$ cat src/rtl/mw_pkg.sv
// Shared constants for the microwave sequencing controller: FSM encodings and entry limits.
package mw_pkg;
    localparam logic [2:0] ST_IDLE  = 3'd0;
    localparam logic [2:0] ST_ENTRY = 3'd1;
    localparam logic [2:0] ST_COOK  = 3'd2;
    localparam logic [2:0] ST_PAUSE = 3'd3;
    localparam logic [2:0] ST_DONE  = 3'd4;
    localparam logic [2:0] ST_QLOAD = 3'd5;

    localparam logic [1:0] MAX_DIGITS   = 2'd3;
    localparam logic [3:0] MAX_SEC_TENS = 4'd5;
    localparam logic [3:0] MAX_BCD      = 4'd9;
endpackage

$ cat src/rtl/microwave_controller_tick_gen.sv
// Count-down tick divider: one registered tick every TICK_DIV cycles of run; holds while run=0.
module tick_gen #(
    parameter int TICK_DIV = 50_000_000
) (
    input  logic clk,
    input  logic clearn,
    input  logic run,
    output logic tick
);
    localparam int CW = (TICK_DIV > 1) ? $clog2(TICK_DIV) : 1;

    logic [CW-1:0] cnt_q;
    logic          tick_q;

    always_ff @(posedge clk) begin
        if (!clearn) begin
            cnt_q  <= '0;
            tick_q <= 1'b0;
        end else begin
            tick_q <= 1'b0;
            if (run) begin
                if (cnt_q == CW'(TICK_DIV - 1)) begin
                    cnt_q  <= '0;
                    tick_q <= 1'b1;
                end else begin
                    cnt_q <= cnt_q + 1'b1;
                end
            end
        end
    end

    assign tick = tick_q;
endmodule

$ cat src/rtl/microwave_controller.sv
// Microwave sequencing FSM: keypad entry, start/pause/clear, 1 Hz tick, magnetron and beep.
// Optional quick-start (start in IDLE loads 00:30) enabled by `define MICROWAVE_QUICK_START_EN.
module microwave_controller
    import mw_pkg::*;
#(
    parameter int TICK_DIV    = 50_000_000,
    parameter int BEEP_CYCLES = 25_000_000
) (
    input  logic       clk,
    input  logic       clearn,
    input  logic       key_valid,
    input  logic [3:0] key_digit,
    input  logic       start,
    input  logic       stop_clr,
    input  logic       door_closed,
    input  logic       timer_zero,
    output logic [3:0] timer_data,
    output logic       timer_load,
    output logic       timer_enable,
    output logic       timer_clearn,
    output logic       mag_on,
    output logic       beep,
    output logic [2:0] state_o
);
    localparam int BW = (BEEP_CYCLES > 1) ? $clog2(BEEP_CYCLES) : 1;

    logic [2:0]    state_q, state_d;
    logic [1:0]    digit_cnt_q, digit_cnt_d;
    logic [3:0]    sh_min_q, sh_min_d, sh_st_q, sh_st_d, sh_so_q, sh_so_d;
    logic [BW-1:0] beep_cnt_q, beep_cnt_d;
    logic [3:0]    timer_data_q, timer_data_d;
    logic          timer_load_q, timer_load_d;
    logic          timer_clearn_q, timer_clearn_d;
    logic          mag_on_q, beep_q;
    logic          key_ok, start_ok, cook_entry, tick_run, tick;
`ifdef MICROWAVE_QUICK_START_EN
    logic          qphase_q, qphase_d;
`endif

    assign key_ok   = key_valid && (key_digit <= MAX_BCD);
    assign start_ok = start && door_closed && ({sh_min_q, sh_st_q, sh_so_q} != 12'd0)
                      && (sh_st_q <= MAX_SEC_TENS);

    always_comb begin
        state_d        = state_q;
        digit_cnt_d    = digit_cnt_q;
        sh_min_d       = sh_min_q;
        sh_st_d        = sh_st_q;
        sh_so_d        = sh_so_q;
        beep_cnt_d     = beep_cnt_q;
        timer_data_d   = timer_data_q;
        timer_load_d   = 1'b0;
        timer_clearn_d = 1'b1;
`ifdef MICROWAVE_QUICK_START_EN
        qphase_d       = 1'b0;
`endif
        case (state_q)
            ST_IDLE: begin
`ifdef MICROWAVE_QUICK_START_EN
                if (start && door_closed) begin
                    state_d      = ST_QLOAD;
                    timer_load_d = 1'b1;
                    timer_data_d = 4'd3;
                    {sh_min_d, sh_st_d, sh_so_d} = {sh_st_q, sh_so_q, 4'd3};
                    digit_cnt_d  = 2'd1;
                end else
`endif
                if (key_ok) begin
                    state_d      = ST_ENTRY;
                    timer_load_d = 1'b1;
                    timer_data_d = key_digit;
                    {sh_min_d, sh_st_d, sh_so_d} = {sh_st_q, sh_so_q, key_digit};
                    digit_cnt_d  = 2'd1;
                end
            end
            ST_ENTRY: begin
                // A start strobe always swallows a coincident key, even if the start is rejected.
                if (start_ok) begin
                    state_d = ST_COOK;
                end else if (stop_clr) begin
                    state_d        = ST_IDLE;
                    timer_clearn_d = 1'b0;
                    digit_cnt_d    = 2'd0;
                    {sh_min_d, sh_st_d, sh_so_d} = 12'd0;
                end else if (key_ok && !start && (digit_cnt_q < MAX_DIGITS)) begin
                    timer_load_d = 1'b1;
                    timer_data_d = key_digit;
                    {sh_min_d, sh_st_d, sh_so_d} = {sh_st_q, sh_so_q, key_digit};
                    digit_cnt_d  = digit_cnt_q + 2'd1;
                end
            end
            ST_COOK: begin
                if (timer_zero) begin
                    state_d    = ST_DONE;
                    beep_cnt_d = '0;
                end else if (!door_closed || stop_clr) begin
                    state_d = ST_PAUSE;
                end
            end
            ST_PAUSE: begin
                if (stop_clr) begin
                    state_d        = ST_IDLE;
                    timer_clearn_d = 1'b0;
                    digit_cnt_d    = 2'd0;
                    {sh_min_d, sh_st_d, sh_so_d} = 12'd0;
                end else if (start && door_closed) begin
                    state_d = ST_COOK;
                end
            end
            ST_DONE: begin
                if (stop_clr || (beep_cnt_q == BW'(BEEP_CYCLES - 1))) begin
                    state_d     = ST_IDLE;
                    digit_cnt_d = 2'd0;
                    {sh_min_d, sh_st_d, sh_so_d} = 12'd0;
                end else begin
                    beep_cnt_d = beep_cnt_q + 1'b1;
                end
            end
`ifdef MICROWAVE_QUICK_START_EN
            ST_QLOAD: begin
                if (!qphase_q) begin
                    qphase_d     = 1'b1;
                    timer_load_d = 1'b1;
                    timer_data_d = 4'd0;
                    {sh_min_d, sh_st_d, sh_so_d} = {sh_st_q, sh_so_q, 4'd0};
                    digit_cnt_d  = 2'd2;
                end else begin
                    state_d = ST_COOK;
                end
            end
`endif
            default: state_d = ST_IDLE;
        endcase
    end

    // Tick divider restarts from zero on each COOK entry and only runs while COOK persists.
    assign cook_entry = (state_d == ST_COOK) && (state_q != ST_COOK);
    assign tick_run   = (state_q == ST_COOK) && (state_d == ST_COOK);

    tick_gen #(.TICK_DIV(TICK_DIV)) u_tick (
        .clk    (clk),
        .clearn (clearn && !cook_entry),
        .run    (tick_run),
        .tick   (tick)
    );

    always_ff @(posedge clk) begin
        if (!clearn) begin
            state_q        <= ST_IDLE;
            digit_cnt_q    <= 2'd0;
            sh_min_q       <= 4'd0;
            sh_st_q        <= 4'd0;
            sh_so_q        <= 4'd0;
            beep_cnt_q     <= '0;
            timer_data_q   <= 4'd0;
            timer_load_q   <= 1'b0;
            timer_clearn_q <= 1'b0;
            mag_on_q       <= 1'b0;
            beep_q         <= 1'b0;
        end else begin
            state_q        <= state_d;
            digit_cnt_q    <= digit_cnt_d;
            sh_min_q       <= sh_min_d;
            sh_st_q        <= sh_st_d;
            sh_so_q        <= sh_so_d;
            beep_cnt_q     <= beep_cnt_d;
            timer_data_q   <= timer_data_d;
            timer_load_q   <= timer_load_d;
            timer_clearn_q <= timer_clearn_d;
            mag_on_q       <= (state_d == ST_COOK);
            beep_q         <= (state_d == ST_DONE);
        end
    end

`ifdef MICROWAVE_QUICK_START_EN
    always_ff @(posedge clk) begin
        if (!clearn) qphase_q <= 1'b0;
        else         qphase_q <= qphase_d;
    end
`endif

    assign timer_data   = timer_data_q;
    assign timer_load   = timer_load_q;
    assign timer_enable = tick;
    assign timer_clearn = timer_clearn_q;
    assign mag_on       = mag_on_q;
    assign beep         = beep_q;
    assign state_o      = state_q;
endmodule

$ cat config.mk
export PLATFORM = sky130hd
export DESIGN_NAME = microwave_controller
export DESIGN_NICKNAME = d
export VERILOG_FILES = /design/src/rtl/mw_pkg.sv /design/src/rtl/microwave_controller_tick_gen.sv /design/src/rtl/microwave_controller.sv
export SDC_FILE = /design/constraint.sdc
export NUM_CORES = 1
export LEC_CHECK = 0
export ABC_AREA = 1
export BUFFER_PORTS_ARGS = -buffer_cell sky130_fd_sc_hd__buf_2
export CAP_MARGIN = 20
export CORE_MARGIN = 2
export CORE_UTILIZATION = 40
export DETAILED_ROUTE_END_ITERATION = 10
export SLEW_MARGIN = 15
export SYNTH_ARGS = -nofsm -noshare
export SYNTH_HDL_FRONTEND = slang
export SYNTH_SLANG_ARGS = --single-unit
export TNS_END_PERCENT = 100
$ cat constraint.sdc
create_clock -name clk -period 2 [get_ports clk]
set_input_delay 0.3 -clock clk [delete_from_list [all_inputs] [get_ports clk]]
set_output_delay 0.3 -clock clk [all_outputs]
set_load 0.005 [all_outputs]
==> reports/results.tsv, run 1 <==
metric	value	unit
hold_viol	0	
vias_per_cell	5.26	
wire_length_of_the_first_global_routing_pass	21200	um
dp_hpwl	9180	um
fin_total_pwr	0.00366	W
final_layout_size_suffix_gt1_share	11.7	%
chipHeight	111	um
fin_skew	0.00958	ns
io_pins	23	
route.final.wire_length	12600	um
synth_cell_types	37	
pins_over_their_slew_limit	0	
irDropWorstVdd	0.000449	V
hp-class	primary input to flop	
final_cell_mix	sky130_fd_sc_hd__nand2_1, sky130_fd_sc_hd__nor2_1, sky130_fd_sc_hd__dfxtp_1	
synthesis.area_per_instance	6.29	sq um
slowest_delay	0.39	ns
overflow	0	
finish.utilization	47.1	%
floorplan.die.width	111	um
floorplan.die_area	12300	sq um
status	finished, final reports clean	
setup_tns	0	ns
multiInputGateArea	2700	sq um
slowest_stage	sky130_fd_sc_hd__dfxtp_1	
finalWorstPathRequiredPeriod	1.84	ns
average_routed_wire_per_standard_cell	13.8	um
library_cell_used_as_clock_root_buffer	sky130_fd_sc_hd__clkbuf_16	
fillers	1171	
grt_max_degree	39	
rsz0062_at_grt	false	
tightestPinTransition	0.449	ns
cells_along_the_critical_path	ha_4 > nand2_1 > nor2_4 > inv_2 > nor2_4 > nand4_1 > nand2_2 > o21ai_2 > nor2_2 > buf_12 > nand2_1 > o21ai_1 > nor2_1	
detailedRoute.firstIterationViolations	341	
diodes	0	
mostFrequentLayoutCell	sky130_fd_sc_hd__nand2_1	
drc	0	
tritoncts.num_buffers	9	
clock-sinks	77	
postSynthNetCount	741	
clock_path_buffers	2	
crit_path_max_fanout	20	
final-setup-viol-count	0	
critical_path_class	flop to flop	
postCtsSetupRepairBufs	0	
postSynth.asyncResetShare	0	%
via_count_of_the_first_global_routing_pass	4483	
power-per-cell-area	689	nW/um^2
max_cap_viol_count	0	
cp_data_required_time	2.21	ns
routed-via-count	4794	
yosysSeqAreaShare	33.7	%
clock_tree.htree_level_count	3	
synth.yosys.warnings	0	
regArea	1540	sq um
num_rows	39	
startpoint_type	flop	
finalWeightedCongestion	0.947	
fin_hold_ws	0.261	ns
core_area	11300	sq um
post_synth_inst_count	727	
area_overhead_of_the_layout_relative_to_synthesis	16.2	%
worstSkewPairLatency	0.34	ns
synthFlopType	sky130_fd_sc_hd__dfxtp_1	
final.period_utilization	91.9	%
fmax	544	MHz
critPathCaptureType	flop	
clk_pin_slew	0.06	ns
firstDrtPassIters	5	
tritoncts	yes	
synth_seq_cells	77	
antenna_found_initial	0	
initial_core_utilization	40.5	%
worstPathArrival	2.05	ns
fin_nets	778	
slew_headroom	70.1	%
netlist_area_before_placement	4570	sq um
total_leakage_power	2.04	nW
placement.io_buffers	22	
final_antenna_net_count	0	
synth_edf_count	0	
globalRouteTotalUtil	20.9	%
[cells by family (layout without fill, tap and decap cells)]
kind of cell / count (synthesis) / in the layout / synth area share (%)
buffers and inverters: 81 / 122 / 7.66
and+or+nand+nor: 459 / 459 / 43.9
xor gates and xnor gates: 18 / 18 / 3.45
adders and majority gates: 3 / 3 / 0.821
DFF: 77 / 77 / 33.7
AOI/OAI and AO/OA: 89 / 89 / 10.4
[flip-flops by register name, summed over array words and instances (netlist names)]
signal	flops
mag_on	1
sh_min_q	4
u_tick.cnt_q	26
sh_so_q	4
beep	1
state_o	3
timer_clearn	1
u_tick.tick	1
timer_load	1
digit_cnt_q	2
sh_st_q	4
timer_data	4
beep_cnt_q	25
[synth_stat cells (7+ instances only)]
library cell | n | area, sq um
sky130_fd_sc_hd__a21oi_1 | 58 | 290
sky130_fd_sc_hd__o21ai_1 | 9 | 45.0
sky130_fd_sc_hd__nand2_1 | 210 | 788
sky130_fd_sc_hd__nor2_1 | 128 | 480
sky130_fd_sc_hd__clkbuf_1 | 9 | 33.8
sky130_fd_sc_hd__inv_1 | 51 | 191
sky130_fd_sc_hd__nand3_1 | 41 | 205
sky130_fd_sc_hd__xor2_1 | 12 | 105
sky130_fd_sc_hd__o21ai_0 | 13 | 65.1
sky130_fd_sc_hd__nor3_1 | 13 | 65.1
sky130_fd_sc_hd__dfxtp_1 | 77 | 1540
sky130_fd_sc_hd__buf_2 | 7 | 35.0
sky130_fd_sc_hd__nand4_1 | 47 | 294
[per-layer routing]
metal  vias to the layer above  GRT usage (%)  share of wire [%]
li1                       2456              -                  -
met5                         -              0                  0
met2                       126           34.3                 47
met4                         0           7.92                1.6
met1                      2198           27.7                 46
met3                        14           3.17                5.3
[final cells by class]
class	instances	share of cell area [%]
Sequential cell	77	29.0
Timing Repair Buffer	51	6.88
Clock inverter	4	1.37
Inverter	56	3.96
Tap cell	143	3.37
Multi-Input combinational cell	569	50.8
Clock buffer	11	4.57
[path summary, 6_finish.rpt]
kind	to	start	depth (start not counted)	slack, ns
max	sh_min_q[0]	beep_cnt_q[1]	13	0.16
min	timer_data[1]	key_digit[1]	3	0.26
max reg2reg	sh_min_q[0]	beep_cnt_q[1]	13	0.16
min reg2reg	timer_data[3]	timer_data[3]	2	0.46
[per-stage QoR]
stage	instance area (sq um)	std cells	setup WS, ns
global placement	4970	896	0.155
CTS	5290	911	0.0884
finish	5310	911	0.161
global route	5310	911	0.00669
detailed placement	4970	896	0.101
floorplan	4570	727	0.136
[where the power goes]
group	switching [W]	internal (W)	leakage, nW
Clock	0.000647	0.00112	0.152
Combinational	0.000177	0.000108	1.27
Sequential	0.0000324	0.00158	0.624
Total	0.000857	0.00280	2.04
[worst max-delay path, delay by kind of cell, from the launching register on]
kind            cells  cell delay (ns)
compound gates      2             0.17
fa+ha+maj           1             0.17
buf+inv             2             0.22
flops               1             0.39
simple gates        8             0.77
[repair_timing]
item                                   in CTS  in global routing
gates resized for setup                     0                  4
hold buffers                                0                  0
endpoints found under the hold margin       0                  0
setup endpoints to repair                   0                 21
Note: power is estimated with default switching activity, not from simulation.
==> run 2: changes to the inputs <==
--- a/config.mk
+++ b/config.mk
@@ -11,7 +11,7 @@
 export CORE_MARGIN = 2
 export CORE_UTILIZATION = 40
 export DETAILED_ROUTE_END_ITERATION = 10
-export SLEW_MARGIN = 15
+export REMOVE_ABC_BUFFERS = 1
 export SYNTH_ARGS = -nofsm -noshare
 export SYNTH_HDL_FRONTEND = slang
 export SYNTH_SLANG_ARGS = --single-unit
==> reports/results.tsv, run 2 (synthesis results as in run 1) <==
metric	value	unit
final-setup-viol-count	0	
postPlaceCellArea	4930	sq um
rr_endpoint	u_tick.cnt_q[18]	
highest_layer	met4	
fin_total_pwr	0.00357	W
dp_hpwl	8940	um
worstPathArrival	2.12	ns
tritoncts	yes	
io_pins	23	
placement.io_buffers	22	
crit_path_max_fanout	4	
worstSkewPairLatency	0.35	ns
drt-met1-wl	5850	um
vias_per_cell	5.34	
timing.reg2reg.setup_slack	0.12	ns
library_cell_used_as_clock_root_buffer	sky130_fd_sc_hd__clkbuf_16	
number_of_flip_flops_in_the_largest_register	26	
largestRegisters	u_tick.cnt_q x26, beep_cnt_q x25	
critPathCaptureType	flop	
hold_viol	0	
fin_nets	772	
fmax	532	MHz
drc	0	
finalWeightedCongestion	0.990	
finish.utilization	46.9	%
final.period_utilization	94.0	%
reg2regPathDepth	9	
diodes	0	
detailroute.wirelength.met3	612	um
firstDrtPassIters	5	
critPathLaunch	u_tick.cnt_q[1]	
r2r-start	u_tick.cnt_q[1]	
clock_path_buffers	2	
clock-sinks	77	
setup_tns	0	ns
area_overhead_of_the_layout_relative_to_synthesis	15.7	%
detailedRoute.firstIterationViolations	404	
slew_headroom	68.3	%
critical_path.endpoint	u_tick.cnt_q[18]	
pins_over_their_slew_limit	0	
floorplan.die.width	111	um
final_layout_size_suffix_gt1_share	11.3	%
chipHeight	111	um
irDropWorstVdd	0.000558	V
final_antenna_net_count	0	
fin_skew	0.00742	ns
hp-class	primary input to flop	
fin_hold_ws	0.250	ns
core_area	11300	sq um
status	finished, final reports clean	
cp_data_required_time	2.24	ns
grt_max_degree	40	
overflow	0	
met2_wirelength	5760	um
wire_length_of_the_first_global_routing_pass	21200	um
power-per-cell-area	675	nW/um^2
globalRouteTotalUtil	20.7	%
via_count_of_the_first_global_routing_pass	4580	
critical_path_class	flop to flop	
post-route-cell-area	5290	sq um
postCtsSetupRepairBufs	0	
startpoint_type	flop	
mostFrequentLayoutCell	sky130_fd_sc_hd__nand2_1	
antenna_found_initial	0	
route.final.wire_length	12400	um
final_cell_mix	sky130_fd_sc_hd__nand2_1, sky130_fd_sc_hd__nor2_1, sky130_fd_sc_hd__dfxtp_1	
clock_tree.htree_level_count	3	
initial_core_utilization	40.5	%
clk_pin_slew	0.06	ns
floorplan.die_area	12300	sq um
finalWorstPathRequiredPeriod	1.88	ns
routed-via-count	4841	
tritoncts.num_buffers	9	
max_cap_viol_count	0	
total_leakage_power	2.01	nW
num_rows	39	
rsz0062_at_grt	true	
cts-hold-fix-buffers	0	
average_routed_wire_per_standard_cell	13.7	um
tightestPinTransition	0.474	ns
largest-register	u_tick.cnt_q	
## run 2: metal layers
metal  vias up  track usage, %
met4         0            8.50
met2       117            34.9
li1       2448               -
met1      2261            26.4
met3        15            3.23
met5         -               0
## run 2: worst min-delay path by stage
stage                   from       endpoint  slack [ns]  cells after the start
2_1_floorplan         clearn    sh_min_q[2]        0.42                      2
3_3_place_gp   timer_data[1]  timer_data[1]        0.45                      2
3_5_place_dp   timer_data[1]  timer_data[1]        0.45                      2
4_1_cts         key_digit[0]     sh_so_q[0]        0.24                      3
5_1_grt         key_digit[0]     sh_so_q[0]        0.26                      3
6_report        key_digit[0]     sh_so_q[0]        0.25                      3
## run 2: through the flow
| stage | setup slack [ns] | cells |
|---|---|---|
| after CTS | 0.0324 | 905 |
| after detailed placement | 0.0516 | 889 |
| after floorplan | -0.126 | 702 |
| after global routing | -0.0306 | 906 |
| final | 0.120 | 906 |
| after global placement | -0.0364 | 889 |
## run 2: final cells by class
type	instances	area (sq um)
flip-flops and latches	77	1540
fillers	1180	5980
clock buffers	9	225
well taps	143	179
clock inverters	7	75.1
inverters	56	213
repair buffers	45	350
multi-input cells	569	2710
## run 2: worst max-delay path: stages, from the launching register on
cell	delay (ns)
sky130_fd_sc_hd__dfxtp_1	0.37
sky130_fd_sc_hd__ha_1	0.20
sky130_fd_sc_hd__nand3_1	0.18
sky130_fd_sc_hd__nor2_1	0.23
sky130_fd_sc_hd__nand2_1	0.14
sky130_fd_sc_hd__nor4_2	0.23
sky130_fd_sc_hd__buf_4	0.18
sky130_fd_sc_hd__nand2_1	0.04
sky130_fd_sc_hd__a21oi_1	0.14
sky130_fd_sc_hd__nor2_1	0.06
## run 2: repair_timing
item                                    in CTS  in global routing
endpoints found under the hold margin        0                  0
endpoints found under the setup margin       0                 34
resized for setup                            0                  7
## run 2: power by group
part           switching (W)  total [W]  internal, W
registers          0.0000329    0.00161      0.00158
clock network       0.000693    0.00166     0.000970
logic               0.000182   0.000299     0.000117
==> run 3: changes to the inputs <==
--- a/config.mk
+++ b/config.mk
@@ -9,7 +9,7 @@
 export BUFFER_PORTS_ARGS = -buffer_cell sky130_fd_sc_hd__buf_2
 export CAP_MARGIN = 20
 export CORE_MARGIN = 2
-export CORE_UTILIZATION = 40
+export CORE_UTILIZATION = 25
 export DETAILED_ROUTE_END_ITERATION = 10
 export REMOVE_ABC_BUFFERS = 1
 export SYNTH_ARGS = -nofsm -noshare
==> constraint.sdc (replaced) <==
create_clock -name clk -period 1.9 [get_ports clk]
set_input_delay 0.285 -clock clk [delete_from_list [all_inputs] [get_ports clk]]
set_output_delay 0.285 -clock clk [all_outputs]
set_load 0.005 [all_outputs]
==> reports/results.tsv, run 3 (synthesis results as in run 1) <==
metric	value	unit
status	finished, final reports clean	
detailedRoute.firstIterationViolations	319	
worstPathArrival	2.01	ns
worst_slack	0.170	ns
io_pins	23	
mostFrequentLayoutCell	sky130_fd_sc_hd__nand2_1	
largest-register	u_tick.cnt_q	
fin_nets	787	
slowest_delay	0.45	ns
irDropWorstVdd	0.000464	V
route.final.wire_length	12400	um
pins_over_their_slew_limit	0	
final_layout_size_suffix_gt1_share	13.1	%
setup_tns	0	ns
overflow	0	
diodes	0	
cts-hold-fix-buffers	0	
average_routed_wire_per_standard_cell	12.3	um
globalRouteTotalUtil	13.3	%
comb_power_share	7.7	%
total_leakage_power	2.09	nW
final_cell_mix	sky130_fd_sc_hd__nand2_1, sky130_fd_sc_hd__nor2_1, sky130_fd_sc_hd__dfxtp_1	
finalWeightedCongestion	0.936	
antenna_found_initial	0	
tightestPinTransition	0.469	ns
final.period_utilization	91.0	%
crit_path_max_fanout	22	
slowest_stage	sky130_fd_sc_hd__dfxtp_1	
fmax	578	MHz
worstSkewPairLatency	0.35	ns
floorplan.die.width	139	um
startpoint_type	flop	
critPathCaptureType	flop	
max_cap_viol_count	0	
routed-via-count	4705	
chipHeight	139	um
firstDrtPassIters	5	
cells_along_the_critical_path	inv_2 > nor2_1 > a31oi_2 > nand2_2 > buf_4 > nand4_1 > a21oi_1	
slew_headroom	68.7	%
placement.setup.worst_slack	0.0978	ns
num_rows	49	
clock_power_share	49.0	%
clk_pin_slew	0.06	ns
fin_skew	0.0105	ns
grt_max_degree	28	
placement.io_buffers	22	
cp_data_required_time	2.19	ns
clock_path_buffers	2	
number_of_flip_flops_in_the_largest_register	26	
hp-class	primary input to flop	
drc	0	
core_area	18000	sq um
rsz0062_at_grt	true	
wire_length_of_the_first_global_routing_pass	21400	um
pwr-share-seq	43.4	%
via_count_of_the_first_global_routing_pass	4412	
final_antenna_net_count	0	
initial_core_utilization	25.4	%
hold_viol	0	
clock-sinks	77	
net_sw_power	0.000943	W
tritoncts.num_buffers	9	
final-setup-viol-count	0	
tritoncts	yes	
critical_path_class	flop to flop	
cell_internal_power	0.00296	W
power-per-cell-area	713	nW/um^2
fillers	1960	
library_cell_used_as_clock_root_buffer	sky130_fd_sc_hd__clkbuf_16	
largestRegisters	u_tick.cnt_q x26, beep_cnt_q x25	
vias_per_cell	4.67	
dp_hpwl	9070	um
finalWorstPathRequiredPeriod	1.73	ns
clock_tree.htree_level_count	3	
power.switching_fraction	24.1	%
floorplan.die_area	19400	sq um
area_overhead_of_the_layout_relative_to_synthesis	19.8	%
[run 3: final timing paths]
kind                            cells after the start         endpoint  slack [ns]     startpoint
worst min register to register                      2    timer_data[1]        0.46  timer_data[1]
worst min-delay path                                3       sh_so_q[0]        0.22   key_digit[0]
worst max register to register                      7  u_tick.cnt_q[9]        0.17     state_o[0]
worst max-delay path                                7  u_tick.cnt_q[9]        0.17     state_o[0]
[run 3: timing repair]
item,in CTS,in global routing
resized for setup,0,7
hold endpoints to repair,0,0
setup endpoints to repair,0,36
buffers inserted,0,0
[run 3: critical path, delay by kind of cell, from the launching register on]
kind	cells	cell delay, ns
buf+inv	2	0.39
compound gates	2	0.28
flops	1	0.45
simple gates	3	0.54
[run 3: area by class of cell]
| class | count | area [sq um] | area share (%) |
|---|---|---|---|
| clock buffer | 11 | 243 | 4.43 |
| sequential | 77 | 1540 | 28.2 |
| tap | 229 | 287 | 5.23 |
| multi-input combinational | 569 | 2690 | 49.1 |
| clock inverter | 5 | 83.8 | 1.53 |
| timing repair buffer | 60 | 420 | 7.67 |
| inverter | 56 | 213 | 3.88 |
[run 3: layer usage]
layer	vias to the layer above	global-route usage, %	routed length (um)
li1	2473	-	-
met1	2111	18.0	6130
met2	102	20.9	5350
met3	19	2.75	597
met4	0	5.10	291
met5	-	0	0
[run 3: through the flow]
stage	hold slack, ns	util [%]	cell area [sq um]	instances	power (W)
2_1_floorplan	0.405	-	4430	702	0.00190
3_3_place_gp	0.450	28.6	5140	991	0.00203
3_5_place_dp	0.449	28.6	5140	991	0.00203
4_1_cts	0.212	30.4	5460	1007	0.00393
5_1_grt	0.246	30.5	5480	1007	0.00405
6_report	0.219	30.5	5480	1007	0.00390
[run 3: power by group through the flow]
stage | logic, W | clock network, W | registers [W]
2_1_floorplan | 0.000183 | 0 | 0.00172
3_5_place_dp | 0.000299 | 0 | 0.00173
6_report | 0.000300 | 0.00191 | 0.00169
5_1_grt | 0.000341 | 0.00200 | 0.00170
4_1_cts | 0.000301 | 0.00194 | 0.00169
3_3_place_gp | 0.000297 | 0 | 0.00173
